**config.mk**
```make
export PLATFORM = sky130hd
export DESIGN_NAME = mem_bank_arbiter
export DESIGN_NICKNAME = d
export VERILOG_FILES = /design/src/rtl/mem_bank_arbiter.sv
export SDC_FILE = /design/constraint.sdc
export NUM_CORES = 1
export LEC_CHECK = 0
export ABC_AREA = 1
export CORE_AREA = 2 2 161 163
export CTS_CLUSTER_DIAMETER = 100
export CTS_CLUSTER_SIZE = 20
export DETAILED_ROUTE_END_ITERATION = 10
export DIE_AREA = 0 0 163 165
export PLACE_DENSITY = 0.58
export SLEW_MARGIN = 0
export SYNTH_ARGS = -nofsm -noshare
export SYNTH_HDL_FRONTEND = slang
export SYNTH_SLANG_ARGS = --single-unit
```
**constraint.sdc**
```tcl
create_clock -name clk -period 2.54 [get_ports clk]
set_input_delay 0.508 -clock clk [delete_from_list [all_inputs] [get_ports clk]]
set_output_delay 0.508 -clock clk [all_outputs]
set_load 0.005 [all_outputs]
```
**src/rtl/mem_bank_arbiter.sv**
```systemverilog
// mem_bank_arbiter: routes I/D requests to word-interleaved SRAM banks, resolves same-bank conflicts and returns read data one cycle later.
module mem_bank_arbiter #(
    parameter int NUM_BANKS = 2,
    parameter int DATA_W    = 32,
    parameter int BANK_AW   = 14,
    parameter int RR_EN     = 1,
    parameter int CNT_W     = 16
) (
    input  logic                           clk,
    input  logic                           rst,
    input  logic                           i_req_valid,
    output logic                           i_req_ready,
    input  logic [31:0]                    i_req_addr,
    output logic                           i_resp_valid,
    output logic [DATA_W-1:0]              i_resp_data,
    input  logic                           d_req_valid,
    output logic                           d_req_ready,
    input  logic [31:0]                    d_req_addr,
    input  logic [DATA_W/8-1:0]            d_req_wstrb,
    input  logic [DATA_W-1:0]              d_req_wdata,
    output logic                           d_resp_valid,
    output logic [DATA_W-1:0]              d_resp_data,
    output logic [NUM_BANKS-1:0]           bank_ceb,
    output logic [NUM_BANKS-1:0]           bank_web,
    output logic [NUM_BANKS*DATA_W-1:0]    bank_bweb,
    output logic [NUM_BANKS*BANK_AW-1:0]   bank_a,
    output logic [NUM_BANKS*DATA_W-1:0]    bank_di,
    input  logic [NUM_BANKS*DATA_W-1:0]    bank_do,
    output logic [CNT_W-1:0]               conflict_cnt
);
    localparam int SB = $clog2(NUM_BANKS);
    localparam int BW = SB > 0 ? SB : 1;
    logic [BW-1:0] i_bank, d_bank, i_bank_q, d_bank_q;
    logic [BANK_AW-1:0] i_row, d_row;
    logic [NUM_BANKS-1:0] i_sel, d_sel;
    logic [DATA_W-1:0] wmask;
    logic d_wr, conflict, d_win, i_acc, d_acc, prio_d, i_pend, d_pend;
    logic unused_addr;
    assign unused_addr = ^{i_req_addr, d_req_addr};
    assign i_bank = NUM_BANKS > 1 ? BW'(i_req_addr >> 2) : '0;
    assign d_bank = NUM_BANKS > 1 ? BW'(d_req_addr >> 2) : '0;
    assign i_row = BANK_AW'(i_req_addr >> (2 + SB));
    assign d_row = BANK_AW'(d_req_addr >> (2 + SB));
    assign d_wr = |d_req_wstrb;
    assign conflict = i_req_valid && d_req_valid && i_bank == d_bank;
    assign d_win = RR_EN == 0 || prio_d;
    // ready is suppressed during reset so nothing is accepted while state is being cleared
    assign i_req_ready = !rst && !(conflict && d_win);
    assign d_req_ready = !rst && !(conflict && !d_win);
    assign i_acc = i_req_valid && i_req_ready;
    assign d_acc = d_req_valid && d_req_ready;
    assign i_sel = i_acc ? NUM_BANKS'(1) << i_bank : '0;
    assign d_sel = d_acc ? NUM_BANKS'(1) << d_bank : '0;
    assign i_resp_valid = i_pend;
    assign d_resp_valid = d_pend;
    assign i_resp_data = i_pend ? bank_do[i_bank_q*DATA_W +: DATA_W] : '0;
    assign d_resp_data = d_pend ? bank_do[d_bank_q*DATA_W +: DATA_W] : '0;
    always_comb begin
        wmask = '0;
        for (int k = 0; k < DATA_W/8; k++) wmask[k*8 +: 8] = {8{d_req_wstrb[k]}};
    end
    always_comb begin
        bank_ceb = '1;
        bank_web = '1;
        bank_bweb = '1;
        bank_a = '0;
        bank_di = '0;
        for (int b = 0; b < NUM_BANKS; b++) begin
            bank_ceb[b] = !(i_sel[b] || d_sel[b]);
            bank_web[b] = !(d_sel[b] && d_wr);
            bank_bweb[b*DATA_W +: DATA_W] = d_sel[b] && d_wr ? ~wmask : '1;
            bank_a[b*BANK_AW +: BANK_AW] = d_sel[b] ? d_row : i_sel[b] ? i_row : '0;
            bank_di[b*DATA_W +: DATA_W] = i_sel[b] || d_sel[b] ? d_req_wdata : '0;
        end
    end
    always_ff @(posedge clk or posedge rst) begin
        if (rst) begin
            prio_d <= 1'b1;
            conflict_cnt <= '0;
            i_pend <= 1'b0;
            d_pend <= 1'b0;
            i_bank_q <= '0;
            d_bank_q <= '0;
        end else begin
            i_pend <= i_acc;
            d_pend <= d_acc && !d_wr;
            if (i_acc) i_bank_q <= i_bank;
            if (d_acc) d_bank_q <= d_bank;
            if (conflict) begin
                prio_d <= RR_EN != 0 ? !d_win : 1'b1;
                if (!(&conflict_cnt)) conflict_cnt <= conflict_cnt + CNT_W'(1);
            end
        end
    end
endmodule

```
Word-level counts from Yosys, hierarchy flattened. Cells that the tools add are included.

Flip-flop bits (word level): 21. Bits of input ports: 168. Output and inout bits: 244.

Bitwise operators: 2. Shifts and indexed selects: 4. $add $sub $neg: 1. Reduce and logical (&&, ||, !) cells: 25. Equality and inequality tests: 1. Muxes and demuxes: 12.

Operators with widths (count): two-way mux 32 bit (6); indexed part select 64 x 7 -> 32 bit (2); two-way mux 14 bit (4); inverter 32 bit (1); adder 16 x 1 -> 16 bit, second input constant (1); AND reduction 16 bit (1); logical AND 1 bit (11); zero test 1 bit (9); two-way mux 2 bit (2); OR reduction 4 bit (1); << shifter 1 x 1 -> 2 bit, first input constant (2); logical OR 1 bit (2); AND reduction 2 bit (1); equality test 1 bit (1); inverter 1 bit (1).

Longest topological paths before layout. Gate-level depths: netlist (run 1).

Depth in word-level cells: 9. Depth in mapped cells: 11.

Worst setup path after synthesis (run 1). Ideal clock, no wire load.

Path kind: input to output. Start: input port rst. End: output port bank_bweb[10]. Arrival: 1.934 ns. Slack: 0.098 ns. Stages: 5. Buffers on the path: 1. Cells stage by stage: clkinv_1 nand4_2 nor2_1 nand2_1 buf_4.

Word-level cells in the longest chain between the ends: 6.

RTL lines: from (decl) (line 10) `input logic rst,`; zero test 1 bit (no source line); logical AND 1 bit (line 49) `assign d_req_ready = !rst && !(conflict && !d_win);`; logical AND 1 bit (line 51) `assign d_acc = d_req_valid && d_req_ready;`; two-way mux 2 bit (line 53) `assign d_sel = d_acc ? NUM_BANKS'(1) << d_bank : '0;`; logical AND 1 bit (line 71) `bank_bweb[b*DATA_W +: DATA_W] = d_sel[b] && d_wr ? ~wmask : '1;`; two-way mux 32 bit (line 71); to (decl) (line 25) `output logic [NUM_BANKS*DATA_W-1:0] bank_bweb,`.

Every way passes these cells.

Worst setup path in the final report (run 1).
Start: input port bank_do[11]. End: output port i_resp_data[11].

Word-level cells in the longest chain between the ends: 2.

RTL lines: from (decl) (line 28) `input logic [NUM_BANKS*DATA_W-1:0] bank_do,`; indexed part select 64 x 7 -> 32 bit (line 56) `assign i_resp_data = i_pend ? bank_do[i_bank_q*DATA_W +: DATA_W] : '0;`; two-way mux 32 bit (line 56); to (decl) (line 15) `output logic [DATA_W-1:0] i_resp_data,`.

Every way passes these cells.

==> results of run 1 <==
[cell usage in the layout (no fill, tap or decap), drive strengths merged, types with 14 or more instances in the layout]
cell type,instances
inv,62
clkbuf,14
o21ai,72
dlygate4sd2,59
dfrtp,20
clkdlybuf4s50,206
a21oi,67
nand2,133
buf,130
nor2,145
nand4,37
clkdlybuf4s15,61
[cell families after synthesis]
family | Yosys count
simple gates | 331
buf+inv | 164
fa+ha+maj | 1
compound gates | 139
xor+xnor | 9
flops | 21
[power breakdown]
group          switching [uW]  internal [uW]  leakage (uW)
combinational             593            718       0.00353
sequential               68.3            389      0.000269
clock                     133            213     0.0000371
total                     795           1320       0.00384
[tightest hold or removal path, cell delays in order, from the launching register on]
cell,delay (ps)
sky130_fd_sc_hd__dfrtp_1,390
sky130_fd_sc_hd__nand2_1,70
sky130_fd_sc_hd__nand2_1,50
[worst max-delay path by stage]
stage,from,cells past startpoint,end
detailed placement,d_req_wstrb[2],7,bank_bweb[36]
global route,d_req_valid,14,bank_a[19]
finish,bank_do[11],4,i_resp_data[11]
floorplan,rst,5,bank_bweb[10]
global placement,d_req_wstrb[2],7,bank_bweb[33]
CTS,i_req_addr[2],12,bank_bweb[25]
[timing repair]
item	4_1_cts	5_1_grt
setup buffers	28	2
pin swaps	32	9
resized for setup	412	40
endpoints found under the setup margin	162	135
cloned	6	1
[layer usage]
metal / up-vias / global-route usage
li1: 2835 / -
met1: 2530 / 0.157
met2: 291 / 0.250
met3: 37 / 0.0337
met4: 2 / 0.0434
met5: - / 0
[state kept, by name (all words and copies together), names as in the netlist]
name	cells
conflict_cnt	16
d_bank_q	1
d_resp_valid	1
d_win	1
i_bank_q	1
i_resp_valid	1
[metrics by stage]
| stage | total power, uW | setup slack, ps |
|---|---|---|
| after detailed placement | 1720 | -777 |
| after CTS | 2130 | -31.0 |
| final | 2120 | 91.3 |
| after global placement | 1720 | -768 |
| after floorplan | 927 | 97.8 |
| after global routing | 2270 | 7.51 |
[final cells by class]
class,count,area share
Clock buffer,3,0.00914
Clock inverter,1,0.000914
Inverter,65,0.0314
Multi-Input combinational cell,480,0.287
Sequential cell,21,0.0641
Tap cell,330,0.0503
Timing Repair Buffer,470,0.558
==> results.txt, run 1 <==
- TritonCTS clock tree: yes
- Data on the critical path is required at its endpoint by 2030 ps.
- Transition time at the pin with the least slew margin: 436 ps
- Data arrives at the worst endpoint at 1940 ps.
* Post-synthesis adder-cell area fraction: 0.00343
* Pin count of the biggest net entering global routing: 34
- By instance count, the leading cell after synthesis is sky130_fd_sc_hd__nor2_1.
* Global placer's final weighted congestion: 0.795
- For the worst flop-to-flop path, the logic depth is 10.
* Instance area at placement: 7720 um2
- The first global-routing pass estimated 29,800 um of wire.
- Among all flip-flop cells after synthesis, the most frequent one is sky130_fd_sc_hd__dfrtp_1.
- For this block, the initial DRC count from the detailed router was 299.
- Final std cells w/o fill: 1,370
* Reg-to-reg endpoint: conflict_cnt[7]$_DFFE_PP0P_
- Counting stages on the worst path, the most repeated cell is sky130_fd_sc_hd__clkdlybuf4s50_1.
- Worst path bufs/invs: 2
- Final core utilization: 0.328
- Share of flip-flops with an asynchronous set or reset: 1.00
* Yosys reg bits: 21
- The wire-length estimate of the detail-placed layout is 15,800 um.
- The share of synthesized area in the top cell type comes to 0.145.
- In this run the static leakage power is 0.00384 uW.
* Post-synthesis share of cell area spent on and, or, nand and nor gates: 0.393
* Fraction of the yosys area taken by sequential cells: 0.144
- Clock transition at path regs: 60 ps
* Depth of the worst hold-timing path: 2
- Min cycle time layout: 2450 ps
* Final routed DRC violation total: 0
- For this design, the slowest cell found on the critical path is sky130_fd_sc_hd__clkdlybuf4s50_1.
- Counting distinct cell types in the post-synthesis netlist gives 31.
* Antenna Nets Post-Route: 0
- Via count of the first global-routing pass: 5,590
- Total length of routed met2 wires: 10,100 um
- For this block, wires on met1 add up to 7940 um.
* Synth Cell Area: 3650 um2
* Cell-by-cell trace of the critical path: clkdlybuf4s50_1 -> o21ai_0 -> nor2_1 -> clkdlybuf4s50_1
- Of the post-synthesis cell area, the part taken by muxes is 0.
* Largest driver fanout on the critical path: 2
- Worst Hold Endpoint: conflict_cnt[15]$_DFFE_PP0P_
- Layout cells sized above 1: 0.187
- ANT cells: 0
* Max cap viols: 0
* Number of antenna violations at the first check in global routing: 1
- Number of primary I/O pins: 412
* Synth area leader: sky130_fd_sc_hd__nor2_1
- After detailed routing, no signal wire sits above met5.
- Total instance count after detailed placement: 1,330
- Highest clock rate: 0.408 GHz
* Pwr per Cell Area: 257 nW/um2
* Register area: 527 um2
- The hold violation count in the final report came to 0.
- In the finished design, the share of the clock period the worst path needs comes to 0.964.
* Initial cell density of the core: 0.146
- Fraction of the mapped netlist area in compound gates: 0.194
- Remaining global-route overflow: 0
- Clock buffer depth: 2
* Most frequent cells after synthesis: 141 x sky130_fd_sc_hd__nor2_1, 129 x sky130_fd_sc_hd__nand2_1, 67 x sky130_fd_sc_hd__o21ai_0, 66 x sky130_fd_sc_hd__a21oi_1, 59 x sky130_fd_sc_hd__inv_1
- TritonCTS created 3 clock buffers.
- Kind of critical path: in -> out
- Routed met3 length: 1880 um
* Clock skew after layout: 4.83 ps
- Layout filler cell count: 2,715
- In this run the most critical hold path is launched from conflict_cnt[15]$_DFFE_PP0P_.
* RSZ-0062 raised after global routing: no
- In the global route stage, overall resource usage came out at 0.137.
* Post-synth EDFFs: 0
* Warning count from the yosys run: 0
- The floorplan has 58 rows.
* Instance count of the mapped netlist: 665
- The tightest min-delay check is of the reg -> reg type.
- The first detailed-routing pass took 4 iterations.
- Core region area: 25,000 um2
- Source of the worst register-to-register timing path: conflict_cnt[0]$_DFFE_PP0P_
* Die width: 163 um
* Startpoint types: input port
* XOR/XNOR Fraction of Synth Area: 0.0216
- For this design, the CTS-stage hold fixing added 0 buffers.
- Mapped Nets: 834
* Ratio of routed vias to standard cells: 4.16
- Relative slew slack: 0.707
- Later-pin clock latency in the skew report: 260 ps
- Summing all non-filler instances in the final layout gives an area of 8220 um2.
- The max-slew violation count came to 0.
- Area used by multi-input combinational logic: 2350 um2
- Die height: 165 um
* Main area contributors after synthesis: sky130_fd_sc_hd__nor2_1 15%, sky130_fd_sc_hd__dfrtp_1 14%, sky130_fd_sc_hd__nand2_1 13%
- Setup slack on the worst flop-to-flop path: 680 ps
- Total clock sinks: 21
- Port buffering added 377 buffers.
* Final Hold Slack: 542 ps
- Status: completed
- The routed layout has 5,695 vias.
- From synthesis to final layout, the design area changed by 125%.
* Final Setup Violations: 0
- Syn avg cell area: 5.48 um2
- IR analysis of the VDD net gives a maximum drop of 0.257 mV.
- Summed over all failing endpoints, the final setup total negative slack is 0 ps.
- The die covers 26,900 um2.
- Largest delay share family, worst path: buffers and inverters
- Number of levels in the clock H-tree: 1
- Main combinational cell family by area after synthesis: simple AND/OR/NAND/NOR gates
- Clock tree synthesis selected as its root buffer the cell sky130_fd_sc_hd__clkbuf_16.
- The final layout contains 1,210 nets.
* Worst Setup End Kind: primary output
- Dividing the detail-routed wire length by the instance count gives 15.0 um.
- Final wirelength: 20,600 um
* Crit path largest cell delay: 560 ps
Note: power is estimated with default switching activity, not from simulation.
==> run 2: changes to the inputs <==
--- a/config.mk
+++ b/config.mk
@@ -11,7 +11,6 @@
 export CTS_CLUSTER_SIZE = 20
 export DETAILED_ROUTE_END_ITERATION = 10
 export DIE_AREA = 0 0 163 165
-export PLACE_DENSITY = 0.58
 export SLEW_MARGIN = 0
 export SYNTH_ARGS = -nofsm -noshare
 export SYNTH_HDL_FRONTEND = slang
==> run 2 against run 1 <==
Effect of this change:
- first-iteration DRC count decreased by 23%
- worst hold slack worse by 15 ps
- register-to-register slack improved by 120 ps
- setup slack better by 1.3 ps
- non-clock buffer count fell by 6
- die area unchanged
- fmax about the same
- clock-buffer cell count unchanged
- cell count is 0.44% lower
- critical path depth grew 4
- clock skew fell by 1.4 ps
- largest cell class unchanged
==> results.txt, run 2 (synthesized netlist as in run 1, its figures left out) <==
- The run finished with clean final reports.
* Number of optimization iterations in the first detailed-route pass: 4 (unchanged)
* Critical path required time: 2030 ps (about the same)
- The first-pass GRT wire length is 29,100 um (-2.3%).
- The number of global-route vias before repair is 5,432 (-2.8%).
- The post-layout net count came to 1,204 (-0.50%).
- The remaining global-route overflow came to 0 (unchanged).
* RSZ-0062 raised after global routing: no
* Most used cells in the layout excluding fill and tap cells: 207 x sky130_fd_sc_hd__clkdlybuf4s50_1, 140 x sky130_fd_sc_hd__nor2_1, 125 x sky130_fd_sc_hd__nand2_1
* Maximum vdd ir drop: 0.198 mV (-23%)
- Relative slew slack: 0.703 (-0.00375)
- Worst min-delay path category: in -> async
- Count of input and output buffers: 377 (unchanged)
- Compared with the post-synthesis result, the final layout area differs by 121%.
- The global placement routability congestion came to 0.812 (+2.2%).
- Final wirelength: 20,000 um (-3.2%)
- The detailed router's first-iteration violation count was 231 (-23%).
* Final Setup Violations: 0 (unchanged)
- The boundary pin count came to 412 (unchanged).
* Final design area excluding fillers: 8080 um2 (-1.7%)
- The TritonCTS buffer count was 3 (unchanged).
- Core region area: 25,000 um2 (unchanged)
- Final core utilization: 0.323 (-0.00550)
- Final slew viol count: 0 (unchanged)
* Die height: 165 um (unchanged)
* Overall fraction of global-route tracks in use: 0.135 (-0.00252)
- Max cap viols: 0 (unchanged)
- The overall die width came to 163 um (unchanged).
- The hold violation count in the final report was 0 (unchanged).
- Min cycle time layout: 2450 ps (-1.32 ps)
* Most flops, register: conflict_cnt
- Clock skew after layout: 3.46 ps (-1.37 ps)
- Vias: 5,616 (-1.4%)
* Total clock sinks: 21 (unchanged)
- Number of antenna violations at the first check in global routing: 0 (-1)
- The power density over the cells was 257 nW/um2 (-0.30%).
- Layout filler cell count: 2,733 (+0.66%)
- The achievable frequency is 0.409 GHz (about the same).
* Number of cell rows: 58 (unchanged)
- The die area is 26,900 um2 (unchanged).
- In this run the critical register-to-register path is launched from conflict_cnt[0]$_DFFE_PP0P_.
* Most frequent standard cell in the layout excluding fill and tap cells: sky130_fd_sc_hd__clkdlybuf4s50_1
- Layout cells sized above 1: 0.152 (-0.0347)
- Number of flip-flops under the largest register name: 16 (unchanged)
* Worst Setup End Kind: primary output
- The clock-pin slew on the worst setup and hold paths was 60 ps (about the same).
- The part of the cycle the worst path needs came to 0.964 (about the same).
- Startpoint types: flip-flop
* Reg-to-reg endpoint: conflict_cnt[10]$_DFFE_PP0P_
* Kind of critical path: reg -> out
* Total instance count after detailed placement: 1,334 (+0.30%)
- The slew at the pin with the worst max-slew slack came to 442 ps (+5.59 ps).
- Crit path DAT: 1940 ps (about the same)
* Antenna Nets Post-Route: 0 (unchanged)
- The count of inserted antenna diode cells was 0 (unchanged).
- CTS placed an instance of sky130_fd_sc_hd__clkbuf_16 at the clock tree root.
- Initial cell density of the core: 0.146 (unchanged)
- The number of cells traversed by the worst register-to-register path is 9 (-1).
* Setup slack on the worst flop-to-flop path: 800 ps (+120 ps)
* Number of buffers added to fix hold violations after cts: 0 (unchanged)
* Number of levels in the clock H-tree: 1 (unchanged)
- The maximum clock path buffer count was 2 (unchanged).
* Instance area at placement: 7750 um2 (+0.39%)
- Pin count of the biggest net entering global routing: 34 (unchanged)
* CP Capture Point: bank_di[37]
- Final std cells w/o fill: 1,364 (-0.44%)
- The maximum fanout along the worst path was 8 (+6).
- Leakage: 0.00385 uW (+0.16%)
* Final routed DRC violation total: 0 (unchanged)
* TritonCTS clock tree: yes
- Total power: 2070 uW (-2.0%)
* Crit path from: d_win$_DFFE_PP1N_
- Ratio of routed vias to standard cells: 4.12 (-0.95%)
* Mean routed wirelength per cell: 14.6 um (-2.7%)
- Post-DP HPWL: 15,300 um (-3.2%)
- The insertion delay of the later-clocked pin in the worst-skew pair is 260 ps (about the same).
-- run 2: changes by cell type in the layout (fill, tap and decap cells not counted), moves of 6 or more --
cell and delta:
sky130_fd_sc_hd__buf_2 -38, sky130_fd_sc_hd__buf_4 +7, sky130_fd_sc_hd__buf_6 -9, sky130_fd_sc_hd__clkbuf_2 +18, sky130_fd_sc_hd__clkdlybuf4s15_1 -38, sky130_fd_sc_hd__clkdlybuf4s15_2 -6, sky130_fd_sc_hd__dlygate4sd2_1 +56, sky130_fd_sc_hd__dlymetal6s2s_1 +7
-- run 2: worst min path at each step --
stage,to,slack (ps),from,cells after the start
final,conflict_cnt[1]$_DFFE_PP0P_,530,rst,4
after global routing,conflict_cnt[10]$_DFFE_PP0P_,550,rst,4
after CTS,conflict_cnt[10]$_DFFE_PP0P_,530,rst,4
after detailed placement,conflict_cnt[15]$_DFFE_PP0P_,540,conflict_cnt[15]$_DFFE_PP0P_,2
after global placement,conflict_cnt[15]$_DFFE_PP0P_,520,conflict_cnt[15]$_DFFE_PP0P_,2
after floorplan,conflict_cnt[0]$_DFFE_PP0P_,430,rst,1
-- run 2: layout make-up --
class                      instances  area (um2)  share of cell area
clock buffer                       3        75.1             0.00929
sequential                        21         527              0.0652
inverter                          65         253              0.0313
tap                              330         413              0.0511
timing repair buffer             464        4490               0.555
clock inverter                     1        7.51            0.000929
multi-input combinational        480        2320               0.287
-- run 2: repair_timing --
item                       CTS  global route
buffers inserted            18             3
gates cloned                 6             1
gates resized for setup    224            74
pin swaps                   11             7
setup endpoints to repair  162            88
-- run 2: worst max-delay path, stage by stage (launching register included) --
cell and delay (ps):
sky130_fd_sc_hd__dfstp_2 540, sky130_fd_sc_hd__buf_4 110, sky130_fd_sc_hd__nand4_1 110, sky130_fd_sc_hd__nand4_1 110
sky130_fd_sc_hd__buf_6 140, sky130_fd_sc_hd__buf_4 100, sky130_fd_sc_hd__bufbuf_16 250, sky130_fd_sc_hd__a21oi_1 60
sky130_fd_sc_hd__dlygate4sd2_1 260
-- run 2: stage by stage --
| step | hold WS (ps) | setup WS, ps | TNS [ps] |
|---|---|---|---|
| global route | 553 | 4.03 | 0 |
| detailed placement | 543 | -738 | -78940 |
| global placement | 517 | -723 | -76870 |
| finish | 527 | 92.6 | 0 |
| CTS | 533 | 2.66 | 0 |
| floorplan | 431 | 97.8 | 0 |
-- run 2: power breakdown --
| part | total (uW) | internal [uW] | switching [uW] |
|---|---|---|---|
| Clock | 349 | 214 | 136 |
| Sequential | 458 | 389 | 69.3 |
| Combinational | 1270 | 691 | 575 |
| Total | 2070 | 1290 | 780 |
-- run 2: layer usage --
layer	global-route usage	up-vias	part of all wire
li1	-	2829	-
met1	0.160	2507	0.40
met2	0.248	264	0.49
met3	0.0324	16	0.094
met4	0.0257	0	0.012
met5	0	-	0
